--- src/rtl/bin_to_bcd_seq_pkg.sv ---
// Shared definitions for the sequential binary-to-BCD converter:
// FSM encoding, number of BCD digits and the digit adjust constant.
package bin_to_bcd_seq_pkg;

    typedef enum logic [1:0] {
        ST_IDLE  = 2'd0,
        ST_SHIFT = 2'd1,
        ST_DONE  = 2'd2
    } state_t;

    // Three digits hold any value up to 255.
    localparam int          BCD_DIGITS = 3;
    localparam logic [3:0]  BCD_ADJ    = 4'd3;

endpackage

--- src/rtl/bin_to_bcd_seq_if.sv ---
// Handshake and result bundle between a requester and the converter.
// The master drives Start/Data_Bin; the slave (converter) drives the results.
interface bin_to_bcd_seq_if #(
    parameter int BIN_W = 8
);
    logic             Start;
    logic [BIN_W-1:0] Data_Bin;
    logic             Busy;
    logic             Done;
    logic [7:0]       Data_BCD;
    logic [3:0]       Hundreds;
    logic             Overflow;
    logic             Disp_EN;

    modport master (
        output Start, Data_Bin,
        input  Busy, Done, Data_BCD, Hundreds, Overflow, Disp_EN
    );

    modport slave (
        input  Start, Data_Bin,
        output Busy, Done, Data_BCD, Hundreds, Overflow, Disp_EN
    );
endinterface

--- src/rtl/bin_to_bcd_seq_digit_adj.sv ---
// One double-dabble correction cell: a BCD digit of 5 or more gets +3
// so that the following left shift carries correctly into the next digit.
module bcd_digit_adj (
    input  logic [3:0] i_digit,
    output logic [3:0] o_digit
);
    import bin_to_bcd_seq_pkg::*;

    // Largest possible result is 9 + 3 = 12, so 4 bits never wrap.
    assign o_digit = (i_digit >= 4'd5) ? (i_digit + BCD_ADJ) : i_digit;

endmodule

--- src/rtl/bin_to_bcd_seq.sv ---
// Iterative shift-add-3 binary-to-BCD converter feeding a two-digit display
// driver. One input bit is consumed per clock; results are registered on the
// edge that enters DONE and held until the next completed conversion.
module bin_to_bcd_seq #(
    parameter int BIN_W = 8,
    parameter int CNT_W = 4
) (
    input  logic            Sys_CLK,
    input  logic            Sys_RST,
    bin_to_bcd_seq_if.slave bus
);
    import bin_to_bcd_seq_pkg::*;

    localparam int ACC_W = BCD_DIGITS * 4;

    state_t             r_state;
    state_t             w_state_next;
    logic [BIN_W-1:0]   r_bin;
    logic [ACC_W-1:0]   r_acc;
    logic [CNT_W-1:0]   r_cnt;
    logic [ACC_W-1:0]   w_acc_adj;
    logic [ACC_W-1:0]   w_acc_shift;
    logic               w_last_iter;

    logic [7:0]         r_data_bcd;
    logic [3:0]         r_hundreds;
    logic               r_overflow;
    logic               r_disp_en;

    // Per-digit correction of the accumulator before each shift.
    genvar gi;
    generate
        for (gi = 0; gi < BCD_DIGITS; gi++) begin : g_digit
            bcd_digit_adj u_adj (
                .i_digit (r_acc[gi*4 +: 4]),
                .o_digit (w_acc_adj[gi*4 +: 4])
            );
        end
    endgenerate

    // Shift the corrected accumulator left, pulling in the binary MSB; the
    // top bit falls off, which never loses data for BIN_W <= 8.
    assign w_acc_shift = ACC_W'({w_acc_adj, r_bin[BIN_W-1]});
    assign w_last_iter = (r_cnt == CNT_W'(BIN_W - 1));

    // State register.
    always_ff @(posedge Sys_CLK) begin
        if (Sys_RST) begin
            r_state <= ST_IDLE;
        end else begin
            r_state <= w_state_next;
        end
    end

    // Next-state logic: IDLE waits for Start, SHIFT runs BIN_W iterations,
    // DONE is a single-cycle result strobe.
    always_comb begin
        w_state_next = r_state;
        case (r_state)
            ST_IDLE:  if (bus.Start) w_state_next = ST_SHIFT;
            ST_SHIFT: if (w_last_iter) w_state_next = ST_DONE;
            ST_DONE:  w_state_next = ST_IDLE;
            default:  w_state_next = ST_IDLE;
        endcase
    end

    // Datapath: load on accept, iterate in SHIFT, publish results on the
    // final iteration so outputs change only on the DONE entry edge.
    always_ff @(posedge Sys_CLK) begin
        if (Sys_RST) begin
            r_bin      <= '0;
            r_acc      <= '0;
            r_cnt      <= '0;
            r_data_bcd <= 8'h00;
            r_hundreds <= 4'h0;
            r_overflow <= 1'b0;
            r_disp_en  <= 1'b0;
        end else begin
            case (r_state)
                ST_IDLE: begin
                    if (bus.Start) begin
                        r_bin <= bus.Data_Bin;
                        r_acc <= '0;
                        r_cnt <= '0;
                    end
                end
                ST_SHIFT: begin
                    r_bin <= r_bin << 1;
                    r_acc <= w_acc_shift;
                    r_cnt <= r_cnt + CNT_W'(1);
                    if (w_last_iter) begin
                        r_data_bcd <= w_acc_shift[7:0];
                        r_hundreds <= w_acc_shift[11:8];
                        r_overflow <= (w_acc_shift[11:8] != 4'h0);
                        r_disp_en  <= 1'b1;
                    end
                end
                default: ;
            endcase
        end
    end

    assign bus.Busy     = (r_state == ST_SHIFT);
    assign bus.Done     = (r_state == ST_DONE);
    assign bus.Data_BCD = r_data_bcd;
    assign bus.Hundreds = r_hundreds;
    assign bus.Overflow = r_overflow;
    assign bus.Disp_EN  = r_disp_en;

endmodule
--- src/flat_wrapper.sv ---
// flat-port wrapper written by rule: the top's interface ports become plain ports
module bin_to_bcd_seq_flat import bin_to_bcd_seq_pkg::*;
#(
    parameter int BIN_W = 8,
    parameter int CNT_W = 4
)
  (Sys_CLK, Sys_RST, bus_Start, bus_Data_Bin, bus_Busy, bus_Done, bus_Data_BCD, bus_Hundreds, bus_Overflow, bus_Disp_EN);
  bin_to_bcd_seq_if #(.BIN_W(BIN_W)) bus_i ();
  input  logic Sys_CLK;
  input  logic Sys_RST;
  input wire logic [$bits(bus_i.Start)-1:0] bus_Start;
  input wire logic [$bits(bus_i.Data_Bin)-1:0] bus_Data_Bin;
  output wire logic [$bits(bus_i.Busy)-1:0] bus_Busy;
  output wire logic [$bits(bus_i.Done)-1:0] bus_Done;
  output wire logic [$bits(bus_i.Data_BCD)-1:0] bus_Data_BCD;
  output wire logic [$bits(bus_i.Hundreds)-1:0] bus_Hundreds;
  output wire logic [$bits(bus_i.Overflow)-1:0] bus_Overflow;
  output wire logic [$bits(bus_i.Disp_EN)-1:0] bus_Disp_EN;
  assign bus_i.Start = bus_Start;
  assign bus_i.Data_Bin = bus_Data_Bin;
  assign bus_Busy = bus_i.Busy;
  assign bus_Done = bus_i.Done;
  assign bus_Data_BCD = bus_i.Data_BCD;
  assign bus_Hundreds = bus_i.Hundreds;
  assign bus_Overflow = bus_i.Overflow;
  assign bus_Disp_EN = bus_i.Disp_EN;
  bin_to_bcd_seq #(.BIN_W(BIN_W), .CNT_W(CNT_W)) u_core (.Sys_CLK(Sys_CLK), .Sys_RST(Sys_RST), .bus(bus_i));
endmodule
--- config.mk ---
export PLATFORM = sky130hd
export DESIGN_NAME = bin_to_bcd_seq_flat
export DESIGN_NICKNAME = d
export VERILOG_FILES = /design/src/rtl/bin_to_bcd_seq_pkg.sv /design/src/rtl/bin_to_bcd_seq_if.sv /design/src/rtl/bin_to_bcd_seq_digit_adj.sv /design/src/rtl/bin_to_bcd_seq.sv /design/src/flat_wrapper.sv
export SDC_FILE = /design/constraint.sdc
export NUM_CORES = 1
export LEC_CHECK = 0
export ABC_AREA = 1
export BUFFER_PORTS_ARGS = -buffer_cell sky130_fd_sc_hd__buf_2
export CAP_MARGIN = 10
export CELL_PAD_IN_SITES_DETAIL_PLACEMENT = 1
export CELL_PAD_IN_SITES_GLOBAL_PLACEMENT = 1
export CORE_UTILIZATION = 36
export CTS_CLUSTER_DIAMETER = 150
export DETAILED_ROUTE_END_ITERATION = 16
export PLACE_DENSITY_LB_ADDON = 0.1
export SYNTH_ARGS = -nofsm -noshare
export SYNTH_HDL_FRONTEND = slang
export SYNTH_SLANG_ARGS = --single-unit
--- constraint.sdc ---
create_clock -name Sys_CLK -period 1.3 [get_ports Sys_CLK]
set_input_delay 0.065 -clock Sys_CLK [delete_from_list [all_inputs] [get_ports Sys_CLK]]
set_output_delay 0.065 -clock Sys_CLK [all_outputs]
set_load 0.01 [all_outputs]
Yosys cells after proc, flatten, opt, wreduce, memory -nomap -nowiden:

Index checks and enable logic that the tools add are counted.
W data, S select, Z words.

* register bits: 40
* input port bits: 11
* output and inout port bits: 16
* logic and storage cells: 38

* add/subtract/negate cells: 4
* order comparisons: 3
* equal/unequal tests: 5
* muxes and demuxes: 12
* reductions and logical operators: 6

Operators by type and width (count)
* $pmux W12 S2: 1
* $pmux W8 S2: 1
* $ge A4 B3 Y1 const B: 3
* $mux W12: 1
* $mux W4: 3
* $add A4 B2 Y4 const B: 2
* $mux W8: 1
* $pmux W4 S2: 1
* $reduce_and A2 Y1: 3
* $add A4 B1 Y4 const B: 1
* $eq A4 B3 Y1 const B: 1
* $mux W2: 2
* $pmux W2 S2: 1
* $reduce_bool A4 Y1: 1
* $add A3 B2 Y3 const B: 1
* $mux W3: 1
* $eq A2 B1 Y1 const B: 1
* $eq A2 B2 Y1 const B: 1
* $logic_not A2 Y1: 1
* $ne A2 B1 Y1 const B: 1
* $ne A2 B2 Y1 const B: 1
* $reduce_bool A2 Y1: 1

Longest topological paths before layout:

Gate-level depths: netlist (run 1).

* depth after elaboration: 3
* mapped depth: 11
* depth with buffers taken out: 11

Cells and area by module:

Synthesis (run 1) repeated with hierarchy kept, for this count alone.

* cell total of the unflattened synthesis: 284
* area total of the unflattened synthesis: 1975.6 um2

Modules (own cells, without submodules)
* bin_to_bcd_seq: times used 1, cells an instance 215, area an instance 1570.3 um2, sequential area each 800.8 um2
* bcd_digit_adj: times used 3, cells an instance 23, area an instance 135.1 um2, sequential area each 0.0 um2

Worst setup path before layout (run 1):

No wires, ideal clock.

* path kind: reg2reg
* start point: register u_core.r_cnt[0]
* end point: register u_core.r_data_bcd[1] (netlist: u_core.bus.Data_BCD[1])
* library setup time: 0.115 ns
* data arrival time: 1.156 ns
* required time: 1.185 ns
* path slack: 0.028 ns
* cell stages (with the launch flop): 8
* buffers on the path: 1
* period minus slack after synthesis: 1.272 ns
* cells stage by stage: dfxtp_1 ha_1 nand3_1 nor2_4 buf_6 inv_2 o21ai_0 inv_1

* word-level cells in the longest chain between the ends: 2

RTL lines
* start: declaration: line bin_to_bcd_seq.sv:20 `logic [CNT_W-1:0] r_cnt;`
* start signal: assignment: line bin_to_bcd_seq.sv:90 `r_cnt <= r_cnt + CNT_W'(1);`
* $eq A4 B3 Y1: line bin_to_bcd_seq.sv:44 `assign w_last_iter = (r_cnt == CNT_W'(BIN_W - 1));`
* $reduce_and A2 Y1 (no source line)
* end signal: assignment: line bin_to_bcd_seq.sv:92 `r_data_bcd <= w_acc_shift[7:0];`
* end: declaration: line bin_to_bcd_seq.sv:25 `logic [7:0] r_data_bcd;`

No other way between the ends.
A chain may end at the register's enable or synchronous reset.

Final worst setup path (run 1):

* start point: register u_core.r_cnt[0]
* end point: register u_core.r_hundreds[0] (netlist: u_core.bus.Hundreds[0])

* word-level cells in the longest chain between the ends: 2

RTL lines
* $eq A4 B3 Y1: line bin_to_bcd_seq.sv:44
* $reduce_and A2 Y1 (no source line)
* end signal: assignment: line bin_to_bcd_seq.sv:93 `r_hundreds <= w_acc_shift[11:8];`
* end: declaration: line bin_to_bcd_seq.sv:26 `logic [3:0] r_hundreds;`

No other way between the ends.

==> results of run 1 <==
[metal layers]
| layer | track usage, % | routed length, um | up-vias |
|---|---|---|---|
| li1 | - | - | 897 |
| met1 | 24.6 | 2310 | 802 |
| met2 | 34.4 | 2310 | 33 |
| met3 | 4.28 | 156 | 7 |
| met4 | 5.88 | 53 | 0 |
| met5 | 0 | 0 | - |
[worst min-delay path, stage by stage]
cell     delay (ns)
buf_2          0.10
nand2_1        0.05
a21oi_1        0.06
[where the power goes]
| group | leakage, nW | switching [mW] | internal, mW |
|---|---|---|---|
| clock | 0.0510 | 0.453 | 0.424 |
| sequential | 0.328 | 0.0212 | 1.25 |
| combinational | 0.783 | 0.115 | 0.0870 |
| total | 1.16 | 0.589 | 1.76 |
[through the flow]
stage / instance area (um2) / hold slack (ns) / std cells / setup TNS (ns)
2_1_floorplan: 1810 / 0.213 / 242 / 0
3_3_place_gp: 2170 / 0.322 / 355 / -0.125
3_5_place_dp: 2170 / 0.335 / 355 / -0.249
4_1_cts: 2350 / 0.0178 / 366 / -0.00102
5_1_grt: 2440 / 0.0193 / 367 / -0.382
6_report: 2440 / 0.0133 / 367 / 0
[worst max path at each step]
stage | from | slack, ns | end | cells past startpoint
3_3_place_gp | u_core.r_acc[0]$_SDFFE_PP0P_ | -0.06 | u_core.bus.Data_BCD[2]$_SDFFE_PP0P_ | 9
2_1_floorplan | u_core.r_cnt[0]$_SDFFE_PP0P_ | 0.03 | u_core.bus.Data_BCD[1]$_SDFFE_PP0P_ | 7
6_report | u_core.r_cnt[0]$_SDFFE_PP0P_ | 0.02 | u_core.bus.Hundreds[0]$_SDFFE_PP0P_ | 7
5_1_grt | u_core.r_acc[8]$_SDFFE_PP0P_ | -0.09 | u_core.bus.Overflow$_SDFFE_PP0P_ | 8
3_5_place_dp | u_core.r_acc[0]$_SDFFE_PP0P_ | -0.09 | u_core.bus.Data_BCD[2]$_SDFFE_PP0P_ | 9
4_1_cts | u_core.r_cnt[1]$_SDFFE_PP0P_ | -0.001 | u_core.bus.Overflow$_SDFFE_PP0P_ | 8
[cells by family (layout without fill, tap and decap cells)]
| kind of cell | after synthesis | in the layout | synth area share [%] |
|---|---|---|---|
| and+or+nand+nor | 107 | 107 | 25.4 |
| AOI/OAI and AO/OA | 49 | 49 | 15.6 |
| DFF | 40 | 40 | 44.3 |
| buffers and inverters | 39 | 97 | 9.83 |
| adders and majority gates | 7 | 7 | 4.85 |
[registers in the layout, summed over array words and instances (netlist names)]
register,flops
u_core.bus.Data_BCD,8
u_core.bus.Overflow,1
u_core.r_bin,8
u_core.bus.Hundreds,4
u_core.bus.Disp_EN,1
u_core.r_state,2
u_core.r_acc,12
u_core.r_cnt,4
[synth_stat cells (2+ instances only)]
library cell	instances	area share [%]
dfxtp_1	40	44
ha_1	7	4.8
nand4_1	5	1.7
nand3_1	6	1.7
inv_2	2	0.42
nand2_2	3	1.0
clkbuf_1	2	0.42
o22ai_1	8	2.8
a22oi_1	3	1.2
o21ai_1	3	0.83
nor3_2	2	1.1
a31oi_1	6	2.1
a21o_1	3	1.2
nand2_1	64	13
a21oi_1	7	1.9
inv_1	29	6.0
buf_6	3	1.9
nor2_1	24	5.0
nor2_4	2	1.2
o21ai_0	18	5.0
buf_4	2	0.83
[cell type report]
| class | count | area, um2 | share of cell area [%] |
|---|---|---|---|
| multi-input cells | 163 | 957 | 39.2 |
| clock inverters | 2 | 10.0 | 0.410 |
| repair buffers | 58 | 375 | 15.4 |
| inverters | 31 | 119 | 4.86 |
| clock buffers | 6 | 82.6 | 3.38 |
| flip-flops and latches | 40 | 816 | 33.4 |
| well taps | 67 | 83.8 | 3.43 |
[what timing repair did]
action,4_1_cts,5_1_grt
pin swaps,2,11
cloned,2,0
endpoints found under the setup margin,18,22
setup buffers,1,1
resized for setup,30,34
==> out/qor.yml, run 1 <==
start_util_pct: 37.8
finalSetupViolCount: 0
totalWireLength_um: 4830
synth_edf_count: 0
worstPathCellList: "ha_4 -> nand3_4 -> nor2_4 -> buf_6 -> o21ai_1 -> a21o_1 -> inv_1"
power_mw: 2.35
mostFrequentLayoutCell: "nand2_1"
p_per_area_nw_per_um2: 961
ys_types: 24
viasPerCell: 4.74
yosysSeqAreaShare_pct: 44.3
hold_depth: 3
max_stage_delay_ns: 0.37
yosysWarnings: 0
clockBufferDepth: 2
grt_first_pass_wirelength_um: 8010
total_leakage_power_nw: 1.16
fp-row-count: 25
routedWlPerCell_um: 13.2
maxSlewHeadroom_pct: 82.1
rrSetupSlack_ns: 0.02
fp.dieH_um: 72.8
cts_root_buffer: "clkbuf_8"
io_pins: 27
hold_class: "primary input to register"
area_growth_pct: 35.2
startpoint_type: "register"
min_period_over_period_pct: 98.6
cts_hold_buf: 0
crit_fanout: 7
ant_nets: 0
drive_gt1_share_pct: 40.3
dieArea_um2: 5310
min_to: "u_core.r_bin[0]$_SDFFE_PP0P_"
worst_r2r_endpoint: "u_core.bus.Hundreds[0]$_SDFFE_PP0P_"
path_clk_slew_ns: 0.08
r2r-start: "u_core.r_cnt[0]$_SDFFE_PP0P_"
grtUsageTotal_pct: 19.8
port_buffers: 26
worst_ep_arrival_time_ns: 1.53
grt_overflow: 0
worstPathRequired_ns: 1.54
final_cell_mix: "nand2_1 (54), dfxtp_1 (32), buf_4 (29)"
setup_ws_ns: 0.0183
layout_min_cycle_time_ns: 1.28
rsz0062_at_grt: "yes"
grt_pass1_vias: 1718
final_core_util_pct: 51.1
fin_skew_ns: 0.00807
dr.pass1.iters: 4
grt_max_degree: 21
crit_buf_inv: 2
ys_ff_latch: 40
diodes: 0
hold_path.startpoint: "bus_Data_Bin[0]"
vias: 1739
worstRegToRegCells: 7
hold_viol_final: 0
maxCapViolCount: 0
crit_family: "flip-flops"
drtIter0Drc: 58
cts_tree: "done"
critical_path_class: "register to register"
h-tree-depth: 2
slew_viol_final: 0
status: "finished, final reports clean"
synth_nets: 260
netlist_instances: 242
cp-end-kind: "register"
core_um2: 4790
ys.flop_type: "dfxtp_1"
die_w_um: 72.8
worst_pin_slew_ns: 0.266
clkLatencyLatePin_ns: 0.30
peakVddDrop_mv: 0.549
critPathSlowestCell: "dfxtp_2"
drt_drc_violations_left: 0
place.gp.congestion: 0.776
place_ws_ns: -0.0945
max_freq_ghz: 0.780
cts_buffers: 5
fill_cells: 613
nets: 317
syn_avg_cell_area_um2: 7.47
synth_area_um2: 1810
antenna_found_initial: 0
synth-async-reset-ratio_pct: 0
hpwl_um: 3290
clock_sinks: 40
Note: power is estimated with default switching activity, not from simulation.
==> run 2, diff against run 1 <==
==> constraint.sdc (replaced) <==
create_clock -name Sys_CLK -period 1.1 [get_ports Sys_CLK]
set_input_delay 0.055 -clock Sys_CLK [delete_from_list [all_inputs] [get_ports Sys_CLK]]
set_output_delay 0.055 -clock Sys_CLK [all_outputs]
set_load 0.01 [all_outputs]
==> run 2 against run 1 <==
  * Largest power group unchanged
  * Sequential power increased by 17%
  * Flip-flop and latch count unchanged
  * The run now ends with setup timing left
  * Total power increased by 17%
  * Register-to-register slack got worse by 0.15 ns
  * Critical path type is now register to output port
  * Setup slack got worse by 0.15 ns
  * Global-route usage about the same
  * Worst hold slack got worse by 0.0018 ns
==> out/qor.yml, run 2 (same netlist as run 1, synthesis figures left out) <==
use_met1_pct: 24.7  # +0.11 points
cts_root_buffer: "clkbuf_8"
grt_max_degree: 21  # unchanged
dieArea_um2: 5310  # unchanged
diodes: 0  # unchanged
p_per_area_nw_per_um2: 1030  # +6.9%
vias: 1763  # +1.4%
maxSlewHeadroom_pct: 82.7  # +0.63 points
whs_ns: 0.0115  # -0.00183 ns
fp.dieH_um: 72.8  # unchanged
start_util_pct: 37.8  # unchanged
hold_class: "primary input to register"
peakVddDrop_mv: 0.807  # +47%
layout_min_cycle_time_ns: 1.24
drt_drc_violations_left: 0  # unchanged
met3_usage_pct: 3.31  # -0.97 points
area_growth_pct: 48.2
drive_gt1_share_pct: 46.4  # +6.0 points
maxCapViolCount: 0  # unchanged
largest_reg_flops: 12  # unchanged
drtIter0Drc: 38  # -34%
setup_ws_ns: -0.135  # -0.154 ns
clockBufferDepth: 2  # unchanged
clock_sinks: 40  # unchanged
failed_checks: "setup timing"
h-tree-depth: 2  # unchanged
slew_viol_final: 0  # unchanged
critical_path_class: "register to output port"
dr.pass1.iters: 4  # unchanged
hpwl_um: 3420  # +4.1%
use_met2_pct: 33.1  # -1.2 points
viasPerCell: 4.75  # +0.29%
worst_pin_slew_ns: 0.259  # -0.00701 ns
largest_register: "u_core.r_acc"
nets: 321  # +1.3%
top_usage_layer: "met2"
worstPathRequired_ns: 1.04  # -0.50 ns
max_freq_ghz: 0.810
finalSetupViolCount: 37  # +37
rsz0062_at_grt: "yes"
cp-end-kind: "output port"
status: "finished, violations left"
hold_viol_final: 0  # unchanged
grt_overflow: 0  # unchanged
crit_fanout: 5  # -2
ant_nets: 0  # unchanged
port_buffers: 26  # unchanged
total_leakage_power_nw: 1.27  # +9.1%
final_core_util_pct: 55.9  # +4.9 points
fp-row-count: 25  # unchanged
min_period_over_period_pct: 112
antenna_found_initial: 0  # unchanged
grt_first_pass_wirelength_um: 8010  # unchanged
cts_tree: "done"
routedWlPerCell_um: 13.1  # -0.65%
final_cell_mix: "nand2_1 (44), buf_4 (31), dfxtp_1 (30)"
cts_buffers: 5  # unchanged
totalWireLength_um: 4850  # +0.43%
fin_skew_ns: 0.00390  # -0.00417 ns
clkLatencyLatePin_ns: 0.29  # about the same
path_clk_slew_ns: 0.08  # about the same
fill_cells: 599  # -2.3%
grt_pass1_vias: 1769  # +3.0%
die_w_um: 72.8  # unchanged
placed_area_um2: 2310  # +6.4%
place.gp.congestion: 0.779  # +0.41%
mostFrequentLayoutCell: "nand2_1"
startpoint_type: "register"
worst_ep_arrival_time_ns: 1.18  # -0.35 ns
core_um2: 4790  # unchanged
io_pins: 27  # unchanged
grtUsageTotal_pct: 19.8  # -0.030 points
final_area_um2: 2680  # +9.6%
-- run 2: cell types whose count changed in the layout (fill, tap and decap cells not counted), sizes merged --
cell,before,now
clkinv,2,0
clkbuf,6,8
buf,58,62
-- run 2: power by group --
group	leakage [nW]	internal (mW)	total [mW]	switching, mW
sequential	0.330	1.47	1.49	0.0195
combinational	0.892	0.108	0.250	0.142
clock	0.0455	0.512	1.01	0.496
-- run 2: metal layers --
| layer | vias to the layer above | share of wire, % |
|---|---|---|
| met5 | - | 0 |
| met4 | 0 | 2.9 |
| met1 | 815 | 47 |
| met3 | 11 | 2.5 |
| met2 | 30 | 48 |
| li1 | 907 | - |
-- run 2: repair_timing --
| item | CTS | global route |
|---|---|---|
| gates cloned | 0 | 0 |
| pin swaps | 8 | 14 |
| endpoints found under the setup margin | 38 | 42 |
| hold buffers | 0 | 0 |
| setup buffers | 3 | 3 |
| resized for setup | 30 | 38 |
-- run 2: worst max-delay path, stage by stage, from the launching register on --
cell and delay [ns]:
dfxtp_1 0.32, inv_1 0.10, nand2_2 0.12, inv_4 0.10, buf_4 0.13, buf_2 0.12
-- run 2: path summary, 6_finish.rpt --
kind / startpoint / to / slack [ns] / cells past startpoint
worst max-delay path: u_core.r_state[1]$_SDFFE_PP0P_ / bus_Busy / -0.14 / 5
worst min-delay path: bus_Data_Bin[0] / u_core.r_bin[0]$_SDFFE_PP0P_ / 0.01 / 3
worst max register to register: u_core.r_cnt[1]$_SDFFE_PP0P_ / u_core.bus.Data_BCD[5]$_SDFFE_PP0P_ / -0.13 / 7
worst min register to register: u_core.bus.Disp_EN$_SDFFE_PP0P_ / u_core.bus.Disp_EN$_SDFFE_PP0P_ / 0.46 / 2
-- run 2: cell type report --
class                           instances  area (um2)  share of cell area [%]
Inverter                               31         139                    5.19
Multi-Input combinational cell        163        1110                    41.5
Clock buffer                            8        90.1                    3.36
Tap cell                               67        83.8                    3.13
Timing Repair Buffer                   62         432                    16.1
Sequential cell                        40         821                    30.7
-- run 2: through the flow --
stage / TNS, ns / total power [mW] / worst slack, ns / cells
2_1_floorplan: -0.131 / 1.67 / -0.0394 / 242
3_3_place_gp: -2.04 / 1.75 / -0.188 / 358
3_5_place_dp: -2.68 / 1.76 / -0.178 / 358
4_1_cts: -2.62 / 2.78 / -0.144 / 369
5_1_grt: -5.92 / 2.87 / -0.216 / 371
6_report: -2.73 / 2.75 / -0.135 / 371
